File: src/rtl/pwm_pkg.sv
// pwm_pkg: shared register map, field indices and reset values
// for the multi-channel PWM block.
package pwm_pkg;

  typedef enum logic [2:0] {
    REG_TMR_H,
    REG_TMR_L,
    REG_THRES_H,
    REG_THRES_L,
    REG_CYCLE_H,
    REG_CYCLE_L,
    REG_CTRL,
    REG_STATUS
  } reg_e;

  typedef enum logic {
    DIR_UP,
    DIR_DOWN
  } dir_e;

  localparam int CTRL_EN  = 0;
  localparam int CTRL_POL = 1;
  localparam int CTRL_CTR = 2;
  localparam int CTRL_IE  = 3;
  localparam int CTRL_LD  = 4;

  localparam int ST_FLAG = 0;
  localparam int ST_DIR  = 1;

  localparam logic [31:0] CYCLE_RST = 32'hFFFF_FFFF;

  function automatic logic [15:0] merge16(
    input logic [15:0] old,
    input logic [15:0] d,
    input logic [1:0]  be
  );
    merge16 = old;
    if (be[1]) merge16[15:8] = d[15:8];
    if (be[0]) merge16[7:0]  = d[7:0];
  endfunction

endpackage

File: src/rtl/pwm_chan.sv
// pwm_chan: one channel with shadowed threshold/cycle, edge or
// centre counter, sticky period flag and registered output.
module pwm_chan
  import pwm_pkg::*;
#(
  parameter int CW = 32
) (
  input  logic        clk,
  input  logic        reset,
  input  logic        wr,
  input  logic [1:0]  w,
  input  reg_e        idx,
  input  logic [15:0] dwrite,
  output logic [15:0] rdata,
  output logic        pwm,
  output logic        irq
);

  logic [CW-1:0] tmr, tmr_nx;
  logic [CW-1:0] sh_thres, sh_cycle;
  logic [CW-1:0] act_thres, act_cycle;
  logic [31:0]   thres_nx, cycle_nx;
  logic [31:0]   t32, h32, c32;
  logic [3:0]    ctrl;
  dir_e          dir, dir_nx;
  logic          flag, pend;
  logic          ctrl_we, ld, clr;
  logic          en, pol, ctr, ie;

  assign en  = ctrl[CTRL_EN];
  assign pol = ctrl[CTRL_POL];
  assign ctr = ctrl[CTRL_CTR];
  assign ie  = ctrl[CTRL_IE];

  assign ctrl_we = wr && w[0] && (idx == REG_CTRL);
  assign ld      = ctrl_we && dwrite[CTRL_LD];
  assign clr     = wr && w[0] && (idx == REG_STATUS)
                   && dwrite[ST_FLAG];
  assign irq     = flag && ie;

  always_comb begin
    thres_nx = 32'(sh_thres);
    cycle_nx = 32'(sh_cycle);
    if (wr) begin
      unique case (idx)
        REG_THRES_H:
          thres_nx[31:16] = merge16(thres_nx[31:16], dwrite, w);
        REG_THRES_L:
          thres_nx[15:0] = merge16(thres_nx[15:0], dwrite, w);
        REG_CYCLE_H:
          cycle_nx[31:16] = merge16(cycle_nx[31:16], dwrite, w);
        REG_CYCLE_L:
          cycle_nx[15:0] = merge16(cycle_nx[15:0], dwrite, w);
        default: ;
      endcase
    end
  end

  // Centre mode restarts at 1 after its period end, unless the
  // cycle about to be loaded is zero.
  always_comb begin
    tmr_nx = tmr;
    dir_nx = dir;
    pend   = 1'b0;
    if (!en) begin
      tmr_nx = '0;
      dir_nx = DIR_UP;
    end else if (act_cycle == '0) begin
      tmr_nx = '0;
      dir_nx = DIR_UP;
      pend   = 1'b1;
    end else if (!ctr) begin
      dir_nx = DIR_UP;
      pend   = (tmr == act_cycle);
      tmr_nx = pend ? '0 : tmr + CW'(1);
    end else if (dir == DIR_UP) begin
      if (tmr == act_cycle) begin
        dir_nx = DIR_DOWN;
        tmr_nx = tmr - CW'(1);
      end else begin
        tmr_nx = tmr + CW'(1);
      end
    end else if (tmr == '0) begin
      pend   = 1'b1;
      dir_nx = DIR_UP;
      tmr_nx = (sh_cycle == '0) ? '0 : CW'(1);
    end else begin
      tmr_nx = tmr - CW'(1);
    end
  end

  always_ff @(posedge clk or posedge reset) begin
    if (reset) begin
      tmr       <= '0;
      dir       <= DIR_UP;
      sh_thres  <= '0;
      act_thres <= '0;
      sh_cycle  <= CYCLE_RST[CW-1:0];
      act_cycle <= CYCLE_RST[CW-1:0];
      ctrl      <= '0;
      flag      <= 1'b0;
      pwm       <= 1'b0;
    end else begin
      sh_thres <= thres_nx[CW-1:0];
      sh_cycle <= cycle_nx[CW-1:0];
      if (ctrl_we) ctrl <= dwrite[3:0];
      pwm <= en ? ((tmr < act_thres) ^ pol) : pol;
      if (ld) begin
        tmr       <= '0;
        dir       <= DIR_UP;
        act_thres <= sh_thres;
        act_cycle <= sh_cycle;
      end else begin
        tmr <= tmr_nx;
        dir <= dir_nx;
        if (!en || pend) begin
          act_thres <= sh_thres;
          act_cycle <= sh_cycle;
        end
      end
      if (pend && !ld) flag <= 1'b1;
      else if (clr)    flag <= 1'b0;
    end
  end

  always_comb begin
    t32   = 32'(tmr);
    h32   = 32'(sh_thres);
    c32   = 32'(sh_cycle);
    rdata = '0;
    unique case (idx)
      REG_TMR_H:   rdata = t32[31:16];
      REG_TMR_L:   rdata = t32[15:0];
      REG_THRES_H: rdata = h32[31:16];
      REG_THRES_L: rdata = h32[15:0];
      REG_CYCLE_H: rdata = c32[31:16];
      REG_CYCLE_L: rdata = c32[15:0];
      REG_CTRL:    rdata[3:0] = ctrl;
      REG_STATUS: begin
        rdata[ST_FLAG] = flag;
        rdata[ST_DIR]  = (dir == DIR_DOWN);
      end
    endcase
  end

endmodule

File: src/rtl/pwm_multi.sv
// pwm_multi: b16 bus front end for CH PWM channels; address
// decode, read mux and interrupt OR.
module pwm_multi
  import pwm_pkg::*;
#(
  parameter int CH = 4,
  parameter int CW = 32,
  parameter int AW = 4 + $clog2(CH)
) (
  input  logic          clk,
  input  logic          reset,
  input  logic          sel,
  input  logic          r,
  input  logic [1:0]    w,
  input  logic [AW-1:0] addr,
  input  logic [15:0]   dwrite,
  output logic [15:0]   pwm_data,
  output logic [CH-1:0] pwm,
  output logic          irq
);

  logic [AW-1:0] chan;
  reg_e          idx;
  logic [15:0]   rd [CH];
  logic [CH-1:0] ch_irq;
  logic          unused_addr0;

  assign chan         = addr >> 4;
  assign idx          = reg_e'(addr[3:1]);
  assign unused_addr0 = addr[0];

  for (genvar i = 0; i < CH; i++) begin : g_chan
    pwm_chan #(
      .CW(CW)
    ) u_chan (
      .clk    (clk),
      .reset  (reset),
      .wr     (sel && (chan == AW'(i))),
      .w      (w),
      .idx    (idx),
      .dwrite (dwrite),
      .rdata  (rd[i]),
      .pwm    (pwm[i]),
      .irq    (ch_irq[i])
    );
  end

  // Channel numbers beyond CH match nothing and read as zero.
  always_comb begin
    pwm_data = '0;
    if (r && sel) begin
      for (int i = 0; i < CH; i++) begin
        if (chan == AW'(i)) pwm_data = rd[i];
      end
    end
  end

  assign irq = |ch_irq;

endmodule
File: config.mk
export PLATFORM = sky130hd
export DESIGN_NAME = pwm_multi
export DESIGN_NICKNAME = d
export VERILOG_FILES = /design/src/rtl/pwm_pkg.sv /design/src/rtl/pwm_chan.sv /design/src/rtl/pwm_multi.sv
export SDC_FILE = /design/constraint.sdc
export NUM_CORES = 2
export LEC_CHECK = 0
export ABC_AREA = 0
export BUFFER_PORTS_ARGS = -buffer_cell sky130_fd_sc_hd__buf_4
export CELL_PAD_IN_SITES_DETAIL_PLACEMENT = 2
export CELL_PAD_IN_SITES_GLOBAL_PLACEMENT = 2
export CORE_MARGIN = 2
export CORE_UTILIZATION = 46
export DETAILED_ROUTE_END_ITERATION = 6
export PLACE_DENSITY_LB_ADDON = 0.25
export SYNTH_ARGS = -nofsm -noshare
export SYNTH_HDL_FRONTEND = slang
export SYNTH_HIERARCHICAL = 1
export SYNTH_SLANG_ARGS = --single-unit
File: constraint.sdc
create_clock -name clk -period 12.8 [get_ports clk]
set_input_delay 1.92 -clock clk [delete_from_list [all_inputs] [get_ports clk]]
set_output_delay 1.92 -clock clk [all_outputs]
set_load 0.03 [all_outputs]
==> impl_metrics.env <==
export IMPL_synth_flop_cell="dfrtp_1"
export IMPL_fmax_ghz=0.125
export IMPL_coreArea_um2=85300
export IMPL_clkTransAtPathRegs_ns=0.06
export IMPL_cts_max_level=3
export IMPL_critical_path_top_delay_family="buffers and inverters"
export IMPL_synthesis_area_um2=39600
export IMPL_dieWidth_um=298
export IMPL_synth_common_cells="412 x dfrtp_1, 386 x nand2_1, 377 x mux2_2"
export IMPL_area_growth_pct=9.08
export IMPL_worstSkewPairLatency_ns=0.66
export IMPL_min_from="g_chan[2].u_chan/act_thres[0]$_DFFE_PP0P_"
export IMPL_reg2reg_setup_slack_ns=8.68
export IMPL_synth_largest_area_cell="dfrtp_1"
export IMPL_syn_num_nets=4061
export IMPL_maxCapViolCount=0
export IMPL_async_flop_share=1.00
export IMPL_fin_crit_sh=0.624
export IMPL_min_to="g_chan[2].u_chan/act_thres[0]$_DFFE_PP0P_"
export IMPL_fp_row_count=107
export IMPL_p_total_mw=6.44
export IMPL_cp_num_buf_inv=4
export IMPL_nFillCells=8657
export IMPL_cp_startpoint="addr[2]"
export IMPL_drtIter0Drc=2992
export IMPL_cts_repair_resized=0
export IMPL_grt_pass1_vias=37400
export IMPL_outcome="complete, no violations"
export IMPL_ys_seq_area_frac=0.430
export IMPL_synth_seq_cells=668
export IMPL_worst_path_max_fanout=52
export IMPL_end_kind="output pin"
export IMPL_wire_per_inst_um=32.8
export IMPL_crit_top_cell="buf_4"
export IMPL_grt_pass1_wl_um=250000
export IMPL_grtUsageTotal=0.369
export IMPL_yosysUniqueCellTypes=103
export IMPL_rsz0062_at_grt="no"
export IMPL_cp_arrival_ns=6.07
export IMPL_drive_gt1_frac=0.247
export IMPL_ff2ff_path_depth=9
export IMPL_io_buffers=47
export IMPL_cts_hold_buffers_added=0
export IMPL_start_util=0.465
export IMPL_clkSinkCount=668
export IMPL_worst_pin_slew_ns=1.36
export IMPL_start_kind="input port"
export IMPL_clk_path_buf_depth=3
export IMPL_die_h_um=298
export IMPL_overflow=0
export IMPL_hpwl_um=107000
export IMPL_cpPeakStageDelay_ns=0.73
export IMPL_worstReg2RegStart="g_chan[2].u_chan/t32[21]$_DFF_PP0_"
export IMPL_vdd_drop_max_mv=0.139
export IMPL_io_pin_count=49
export IMPL_slew_violations=0
export IMPL_vias=34000
export IMPL_setup_worst_path_class="in2out"
export IMPL_cts_tree="done"
export IMPL_cts_setup_buffers=0
export IMPL_total_leakage_power_nw=18.8
export IMPL_seq_area_um2=17000
export IMPL_netlist_area_leader_share=0.260
export IMPL_drc=0
export IMPL_clockRootBuffer="clkbuf_16"
export IMPL_crit_chain="buf_4, buf_4, clkinv_1, nand2_1, o221ai_1, mux2i_1, o22ai_1, buf_4"
export IMPL_min_path_type="reg2reg"
export IMPL_num_nets_final=3968
export IMPL_p_per_area_nw_per_um2=149
export IMPL_synth_warnings=6
export IMPL_antenna_left=0
export IMPL_setup_viol=0
export IMPL_r2r_end="g_chan[2].u_chan/act_thres[16]$_DFFE_PP0P_"
export IMPL_numCtsBuffers=80
export IMPL_critPathRequiredTime_ns=10.88
export IMPL_synth_area_leaders="dfrtp_1 26%, dfstp_2 17%, mux2_2 11%"
export IMPL_grt_antenna_before_repair=8
export IMPL_hold_depth=2
export IMPL_syn_instance_count=3897
export IMPL_finalHoldViolations=0
export IMPL_yosysMostFrequentCell="dfrtp_1"
export IMPL_synth_edf_count=0
export IMPL_critPathSlowestCell="buf_4"
export IMPL_multi_input_area_um2=20700
export IMPL_totalNegativeSetupSlack_ns=0
export IMPL_viasPerCell=6.77
export IMPL_finalClockSkew_ns=0.0240
export IMPL_fp_dieArea_um2=88500
export IMPL_globalplace_congestion=0.870
export IMPL_fin_crit_ns=7.99
export IMPL_drt_wl_total_um=165000
export IMPL_drt_pre_antenna_iters=5
export IMPL_avgSynthCellArea_um2=10.2
export IMPL_slew_limit_headroom=0.0873
export IMPL_grt_max_degree=137
## how the worst max path moves through the flow
stage / to / slack (ns) / cells after the start
2_1_floorplan: g_chan[0].u_chan/act_thres[0]$_DFFE_PP0P_ / 6.47 / 1
3_3_place_gp: pwm_data[12] / 5.40 / 8
3_5_place_dp: pwm_data[12] / 5.22 / 8
4_1_cts: pwm_data[12] / 5.07 / 8
5_1_grt: pwm_data[12] / 4.79 / 8
6_report: pwm_data[12] / 4.81 / 8
## layout make-up
cell class	instances	share of cell area
multi-input cells	2777	0.479
flip-flops and latches	668	0.394
clock buffers	122	0.0551
well taps	1144	0.0331
repair buffers	93	0.0166
inverters	184	0.0164
clock inverters	27	0.00584
diodes	2	0.000116
## placed cells by master, fill, tap and decap left out, types with 16 or more instances in the layout
| cell type | instances |
|---|---|
| dfrtp_1 | 412 |
| nand2_1 | 386 |
| mux2_2 | 377 |
| dfstp_2 | 256 |
| o21ai_0 | 211 |
| inv_1 | 179 |
| nor2_1 | 175 |
| a21oi_1 | 147 |
| ha_1 | 136 |
| mux2i_1 | 111 |
| nor4_1 | 105 |
| xor2_1 | 93 |
| buf_4 | 91 |
| nand4_1 | 86 |
| xnor2_1 | 85 |
| nand3_1 | 84 |
| clkbuf_16 | 83 |
| o221ai_1 | 82 |
| a221o_1 | 55 |
| nor3_1 | 54 |
| o22ai_1 | 40 |
| or3_1 | 40 |
| and3_1 | 39 |
| nand2b_1 | 29 |
| a21o_1 | 29 |
| a221oi_1 | 26 |
| or4_1 | 25 |
| mux4_2 | 24 |
| clkbuf_1 | 23 |
| a211oi_1 | 23 |
| and2_1 | 20 |
| nor2b_1 | 19 |
| or2_2 | 18 |
| clkbuf_8 | 17 |
| nand3b_1 | 17 |
| a31oi_1 | 16 |
| a22oi_1 | 16 |
## cells by family after synthesis
| family | synth area share |
|---|---|
| DFF | 0.430 |
| xor gates and xnor gates | 0.0393 |
| AOI/OAI and AO/OA | 0.136 |
| adders and majority gates | 0.0429 |
| buffers and inverters | 0.0495 |
| and+or+nand+nor | 0.153 |
| muxes | 0.150 |
## through the flow
stage	setup WS, ns	instance area (um^2)	hold WS (ns)	util	cells
after floorplan	6.47	39600	0.440	-	3897
after global placement	5.40	40600	0.458	0.476	4866
after detailed placement	5.22	40600	0.467	0.476	4866
after CTS	5.07	43200	0.481	0.507	5015
after global routing	4.79	43200	0.501	0.507	5015
final	4.81	43200	0.482	0.507	5017
## sequential cells by signal (all words and copies together) (netlist names)
register and count:
g_chan.u_chan/h32 128, g_chan.u_chan/ctrl 16, g_chan.u_chan/flag 4, g_chan.u_chan/t32 128, g_chan.u_chan/c32 128, g_chan.u_chan/act_cycle 128
g_chan.u_chan/dir 4, g_chan.u_chan/pwm 4, g_chan.u_chan/act_thres 128
## where the power goes
part / total, mW / internal [mW] / switching (mW) / leakage [nW]
registers: 2.78 / 2.48 / 0.306 / 8.22
logic: 1.29 / 0.471 / 0.819 / 9.24
clock network: 2.37 / 1.37 / 0.999 / 1.31
total: 6.44 / 4.32 / 2.12 / 18.8
## worst reg2reg max path: stages, from the launching register on
cell      delay [ns]
dfrtp_1         0.62
or4_4           0.63
or4_4           0.47
nor4b_4         0.33
nand3_1         0.23
o211ai_4        0.15
buf_4           0.40
buf_4           0.81
nand2_1         0.24
o21ai_0         0.15
## routing by layer
layer	GRT usage	vias up	routed length (um)
met1	0.470	18000	66800
met2	0.615	1400	79600
met4	0.168	6	7800
met5	0	-	36
li1	-	14100	-
met3	0.0619	467	10600
Note: power is estimated with default switching activity, not from simulation.
